--- src/rtl/mover_cmd_arbiter.sv ---
// Round-robin arbiter feeding a single data-mover command port.
// One command is held in an output register. Issued-but-not-done commands
// are tracked so that no more than MAX_OUTSTANDING are ever in flight.
// A requester whose accepted command has the last flag (bit 55) clear keeps
// ownership until it sends a command with the last flag set.
module mover_cmd_arbiter #(
  parameter int N_REQ           = 2,
  parameter int CMD_WIDTH       = 64,
  parameter int MAX_OUTSTANDING = 4
) (
  input  logic                         aclk,
  input  logic                         aresetn,
  input  logic [N_REQ*CMD_WIDTH-1:0]   req_cmd,
  input  logic [N_REQ-1:0]             req_valid,
  output logic [N_REQ-1:0]             req_ready,
  output logic [CMD_WIDTH-1:0]         cmd,
  output logic                         cmd_valid,
  input  logic                         cmd_ready,
  output logic [$clog2(N_REQ)-1:0]     cmd_src,
  input  logic                         done,
  output logic [3:0]                   outstanding,
  output logic                         err_underflow
);

  localparam int SRC_W    = $clog2(N_REQ);
  localparam int LAST_BIT = 55;

  typedef enum logic {
    IDLE,
    LOCKED
  } state_e;

  state_e               state_q;
  logic [CMD_WIDTH-1:0] cmd_q;
  logic                 cmd_valid_q;
  logic [SRC_W-1:0]     cmd_src_q;
  logic [SRC_W-1:0]     last_grant_q;
  logic [SRC_W-1:0]     lock_id_q;
  logic [3:0]           outstanding_q;
  logic [3:0]           outstanding_d;
  logic                 err_q;
  logic                 err_d;

  logic                 issue;
  logic                 reg_free;
  logic [4:0]           in_flight;
  logic                 can_accept;
  logic                 grant_valid;
  logic [SRC_W-1:0]     grant_idx;
  logic [SRC_W-1:0]     cand;
  logic                 accept;
  logic [CMD_WIDTH-1:0] sel_cmd;
  logic                 sel_last;

  // The held command always leaves eventually, so it is counted as in flight
  // alongside the issued ones; this keeps the count within the limit even
  // when an issue and an accept share a cycle.
  assign issue      = cmd_valid_q & cmd_ready;
  assign reg_free   = ~cmd_valid_q | cmd_ready;
  assign in_flight  = {1'b0, outstanding_q} + {4'b0000, cmd_valid_q};
  assign can_accept = reg_free & (in_flight < 5'(MAX_OUTSTANDING));

  // Pick the requester to serve: the lock owner when locked, otherwise the
  // first valid requester after the previous winner, wrapping around.
  always_comb begin
    grant_valid = 1'b0;
    grant_idx   = '0;
    cand        = '0;
    if (state_q == LOCKED) begin
      grant_idx   = lock_id_q;
      grant_valid = req_valid[lock_id_q];
    end else begin
      for (int k = 1; k <= N_REQ; k++) begin
        cand = SRC_W'((int'(last_grant_q) + k) % N_REQ);
        if (!grant_valid && req_valid[cand]) begin
          grant_valid = 1'b1;
          grant_idx   = cand;
        end
      end
    end
  end

  // Only the granted requester sees ready, and nobody does while in reset.
  always_comb begin
    req_ready = '0;
    if (aresetn && can_accept && grant_valid) begin
      req_ready[grant_idx] = 1'b1;
    end
  end

  assign accept   = aresetn & can_accept & grant_valid;
  assign sel_cmd  = req_cmd[int'(grant_idx)*CMD_WIDTH +: CMD_WIDTH];
  assign sel_last = sel_cmd[LAST_BIT];

  // Outstanding counter: an issue and a completion in the same cycle cancel.
  // A completion with nothing outstanding is flagged and the count stays 0.
  always_comb begin
    outstanding_d = outstanding_q;
    err_d         = err_q;
    if (issue && !done) begin
      outstanding_d = outstanding_q + 4'd1;
    end else if (!issue && done) begin
      if (outstanding_q == 4'd0) begin
        err_d = 1'b1;
      end else begin
        outstanding_d = outstanding_q - 4'd1;
      end
    end
  end

  // All registered state: output command slot, lock FSM and counters.
  always_ff @(posedge aclk or negedge aresetn) begin
    if (!aresetn) begin
      state_q       <= IDLE;
      cmd_q         <= '0;
      cmd_valid_q   <= 1'b0;
      cmd_src_q     <= '0;
      last_grant_q  <= SRC_W'(N_REQ - 1);
      lock_id_q     <= '0;
      outstanding_q <= 4'd0;
      err_q         <= 1'b0;
    end else begin
      outstanding_q <= outstanding_d;
      err_q         <= err_d;
      if (accept) begin
        cmd_q        <= sel_cmd;
        cmd_src_q    <= grant_idx;
        cmd_valid_q  <= 1'b1;
        last_grant_q <= grant_idx;
        case (state_q)
          IDLE: begin
            if (!sel_last) begin
              state_q   <= LOCKED;
              lock_id_q <= grant_idx;
            end
          end
          LOCKED: begin
            if (sel_last) begin
              state_q <= IDLE;
            end
          end
          default: state_q <= IDLE;
        endcase
      end else if (issue) begin
        cmd_valid_q <= 1'b0;
      end
    end
  end

  assign cmd           = cmd_q;
  assign cmd_valid     = cmd_valid_q;
  assign cmd_src       = cmd_src_q;
  assign outstanding   = outstanding_q;
  assign err_underflow = err_q;

endmodule
--- config.mk ---
export PLATFORM = sky130hd
export DESIGN_NAME = mover_cmd_arbiter
export DESIGN_NICKNAME = d
export VERILOG_FILES = /design/src/rtl/mover_cmd_arbiter.sv
export SDC_FILE = /design/constraint.sdc
export NUM_CORES = 1
export LEC_CHECK = 0
export ABC_AREA = 1
export CAP_MARGIN = 30
export CORE_UTILIZATION = 43
export DETAILED_ROUTE_END_ITERATION = 12
export PLACE_DENSITY = 0.87
export SLEW_MARGIN = 20
export SYNTH_ARGS = -nofsm -noshare
export SYNTH_HDL_FRONTEND = slang
export SYNTH_SLANG_ARGS = --single-unit
--- constraint.sdc ---
create_clock -name aclk -period 4.5 [get_ports aclk]
set_input_delay 1.125 -clock aclk [delete_from_list [all_inputs] [get_ports aclk]]
set_output_delay 1.125 -clock aclk [all_outputs]
set_load 0.005 [all_outputs]
* Word-level counts from Yosys, hierarchy flattened
Cells that the tools add are included.
Widths: inputs -> output; s select.
** Cells by class
- Reductions and logical operators :: 15
- Multiply operators :: 0
- Order comparisons :: 6
- Shift-type cells :: 1
- Bitwise logic cells :: 9
- Eq/ne operators :: 1
- Div/mod/pow operators :: 0
- $add $sub $neg :: 5
- Multiplexer cells :: 22
** Operators by type and width (count)
- $shiftx 128x8->64 :: 1
- $mux 1 :: 17
- $mux 4 :: 3
- $lt 1x2->1 const B :: 4
- $logic_and 1x1->1 :: 6
- $reduce_and 3->1 :: 2
- $add 4x1->5 :: 1
- $lt 5x3->1 const B :: 1
- $add 4x1->4 const B :: 1
- $and 1x1->1 :: 4
- $logic_not 4->1 :: 1
- $not 1->1 :: 4
- $reduce_bool 2->1 :: 2
- $sub 4x1->4 const B :: 1
- $logic_not 1->1 :: 3
- $add 1x1->1 const B :: 2
- $mux 2 :: 1
- $ne 2x2->1 const B :: 1
- $reduce_and 2->1 :: 1
- $demux 1 s1 :: 1
- $ge 1x1->1 const B :: 1
- $or 1x1->1 :: 1
** Storage, ports and cells
- Flip-flop bits (word level) :: 74
- Bits in read-only memories :: 0
- Bits in latches :: 0
- Memories :: 0
- Bits in writable memories :: 0
- Input port bits :: 134

* Logic depth before layout (Yosys ltp)
- Depth after elaboration :: 14
- Depth in mapped cells :: 13

* Least setup slack after synthesis
OpenSTA, ideal clock, no wires.
- Path kind :: input port to output port
- Start point :: in cmd_ready
- End point :: out req_ready[0]
- Path slack :: 1531 ps
- Arrival time :: 1844 ps
- Data required time :: 3375 ps
- Cell stages on the path :: 7
- Path through :: inv_1 -> nand2_1 -> nand4_1 -> nor2_4 -> inv_2 -> buf_2 -> nor2_1
** On the way
- Longest elaborated chain between the ends :: 5
** Ends and longest elaborated chain
- from (decl) :: RTL line 18 : input logic cmd_ready,
- $or 1x1->1 :: RTL line 59 : assign reg_free = ~cmd_valid_q | cmd_ready;
- $and 1x1->1 :: RTL line 61 : assign can_accept = reg_free & (in_flight < 5'(MAX_OUTSTANDING));
- $logic_and 1x1->1 (2 in series) :: RTL line 86 : if (aresetn && can_accept && grant_valid) begin
- $mux 2 :: RTL line 86
- to (decl) :: RTL line 15 : output logic [N_REQ-1:0] req_ready,
Every way passes these cells.

* Worst setup path in the final report
- Start point :: in cmd_ready
- End point :: out req_ready[1]
Same word-level chain as after synthesis.

==> impl_metrics.ini <==
[clock_tree]
cts_max_level = 3
cts_tree = yes
clock_latency_ps = 340
postCtsHoldBufs = 0
cts-root-buf = clkbuf_8
cts_sinks = 74
cts_buffers = 9
postCtsSetupRepairBufs = 0
clkTransAtPathRegs_ps = 70
cts_resized = 0
clock_path_buffers = 2

[placement]
place_hpwl_mm = 8.26
pre_cts_ws_ps = 548
gp_routability_congestion = 0.824
io_buffer_count = 206

[routing]
post_drt_wl_per_cell_um = 13.1
ant_nets = 0
first_iter_violations = 142
vias_per_cell = 4.88
drc = 0
drtPass1Iterations = 4
wirelength_mm = 11.3
dr_total_vias = 4201

[global_route]
grt.met1_usage_pct = 27.5
use_met3_pct = 5.97
grt_use_met2_pct = 46.2
antenna_found_initial = 0
grt_pass1_wl_mm = 18.8
busiest_layer = met2
grt-ovfl-total = 0
grt_pass1_vias = 4069
grt_max_degree = 75
grtUsageTotal_pct = 24.6

[sta]
slew_headroom_pct = 56.8
hold_violations = 0
finClkSkew_ps = 17.0
max_freq_mhz = 249
slew_viol_final = 0
finalCritPeriodShare_pct = 89.3
tightest_slew_ps = 647
holdWs_ps = 470
post-route-min-period_ps = 4020
setup_violations = 0
finalSetupTns_ps = 0
postLayoutSetupSlackWorst_ps = 484
rsz0062_at_grt = no

[power_and_ir_drop]
ir_worst_vdd_mv = 0.322
p_leak_nw = 3.18
pwr_density_cell_nw_per_um2 = 554
power_w = 0.00343

[die]
start_util_pct = 44.5
dieArea_um2 = 9450
io_pins = 207
rows = 34
die_y_um = 97.2
fp.dieW_um = 97.2
core_area_um2 = 8760

[yosys]
syn-instance-count = 558
syn_area_um2 = 3900
synth_nets = 697
synth-seq-cells = 74
yosysTopAreaCell = dfrtp_1
post_synth_num_cell_types = 24
yosysWarningCount = 0
synth.top_cell.area_share_pct = 46.9
synth.avg_cell_area_um2 = 6.98
yosys-top-cells-area = dfrtp_1 47%, nand2_1 33%, nand3_1 8.7%
seq_area_frac_synth_pct = 47.6

[setup_path]
r2r-start = cmd_valid
cp_data_required_time_ps = 3380
cp_data_arrival_time_ps = 2890
reg2reg_to = outstanding[3]
reg2reg_slack_ps = 2570
critPathKind = in2out
reg2reg_depth = 13
end_kind = primary output
cp_max_fo = 9
start_kind = input port

[min_path]
worst_hold_path_type = reg2reg
hold_path_depth = 2
hp-start = cmd[29]
holdPathEnd = cmd[29]

[layout]
postLayoutCoreUtil_pct = 70.7
syn_to_final_growth_pct = 59.0
multi_input_area_um2 = 1820
fin_nets = 888
ff_latch_area_um2 = 1850
nFillCells = 712
drive_above_1_share_pct = 4.12
antenna_cells = 0

[outcome]
outcome = finished clean

[run]
drv_cap = 0
report_power, final:
group / internal, W / total, W / switching (W) / leakage, nW
clock network: 0.000267 / 0.000490 / 0.000223 / 0.0962
registers: 0.000967 / 0.00116 / 0.000188 / 0.928
logic: 0.000905 / 0.00179 / 0.000883 / 2.16
total: 0.00214 / 0.00343 / 0.00129 / 3.18
kinds of logic after synthesis:
logic type               after synthesis  share of synthesized area, %
buffers and inverters                 49                          5.91
flip-flops                            74                          47.6
XOR/XNOR                               2                         0.450
AO/OA/AOI/OAI                          7                          1.06
AND/OR/NAND/NOR                      421                          43.2
adder cells (fa/ha/maj)                5                          1.80
how the worst max path moves through the flow:
stage | from | endpoint | slack (ps) | depth (start not counted)
3_3_place_gp | cmd_ready | req_ready[1] | 560 | 8
5_1_grt | cmd_ready | req_ready[0] | 410 | 8
3_5_place_dp | cmd_ready | req_ready[1] | 550 | 8
4_1_cts | cmd_ready | req_ready[1] | 530 | 8
6_report | cmd_ready | req_ready[1] | 480 | 8
2_1_floorplan | cmd_ready | req_ready[0] | 1530 | 7
final cells by class:
class	count	share of cell area, %
Tap cell	108	2.18
Sequential cell	74	29.9
Multi-Input combinational cell	435	29.4
Inverter	14	0.848
Clock inverter	3	0.646
Clock buffer	12	2.34
Timing Repair Buffer	215	34.7
per-stage QoR:
stage | area (um2) | std cells
floorplan | 3900 | 558
global placement | 5980 | 845
detailed placement | 5980 | 845
CTS | 6170 | 860
global route | 6200 | 861
finish | 6200 | 861
Yosys cell counts (all sizes together):
| library cell | instances |
|---|---|
| clkbuf | 6 |
| a31o | 1 |
| fa | 1 |
| inv | 14 |
| nor2 | 5 |
| buf | 29 |
| dfrtp | 73 |
| xor2 | 1 |
| nand3b | 1 |
| nand3 | 68 |
| nand4 | 2 |
| o21ai | 4 |
| xnor2 | 1 |
| o21a | 1 |
| dfstp | 1 |
| nand2 | 345 |
| ha | 4 |
| a21oi | 1 |
worst max-delay path, stage by stage:
cell	delay, ps
clkdlybuf4s50_1	510
inv_1	50
nand2_1	80
nand4_1	140
nor2_4	250
nand2_1	140
inv_1	90
clkdlybuf4s50_1	510
metal layers:
layer	vias up	routed length [um]
li1	2104	-
met1	1939	4450
met2	149	5940
met3	9	815
met4	0	108
met5	-	0
layout by cell type, fill, tap and decap left out, drive strengths merged, types with 2 or more instances in the layout:
cell type      netlist  routed
inv                 14      14
nand4                2       2
o21ai                4       4
clkinv               0       2
ha                   4       4
buf                 29      10
clkdlybuf4s50        0     205
nor2                 5       5
clkbuf               6      12
nand3               68      68
nand2              345     345
dfrtp               73      73
flip-flops by register name (all words and copies together) (netlist names):
signal / count
cmd_valid: 1
err_underflow: 1
last_grant_q: 1
state_q: 1
cmd: 64
outstanding: 4
cmd_src: 1
lock_id_q: 1
No activity file was read; power rests on OpenSTA's default activity.
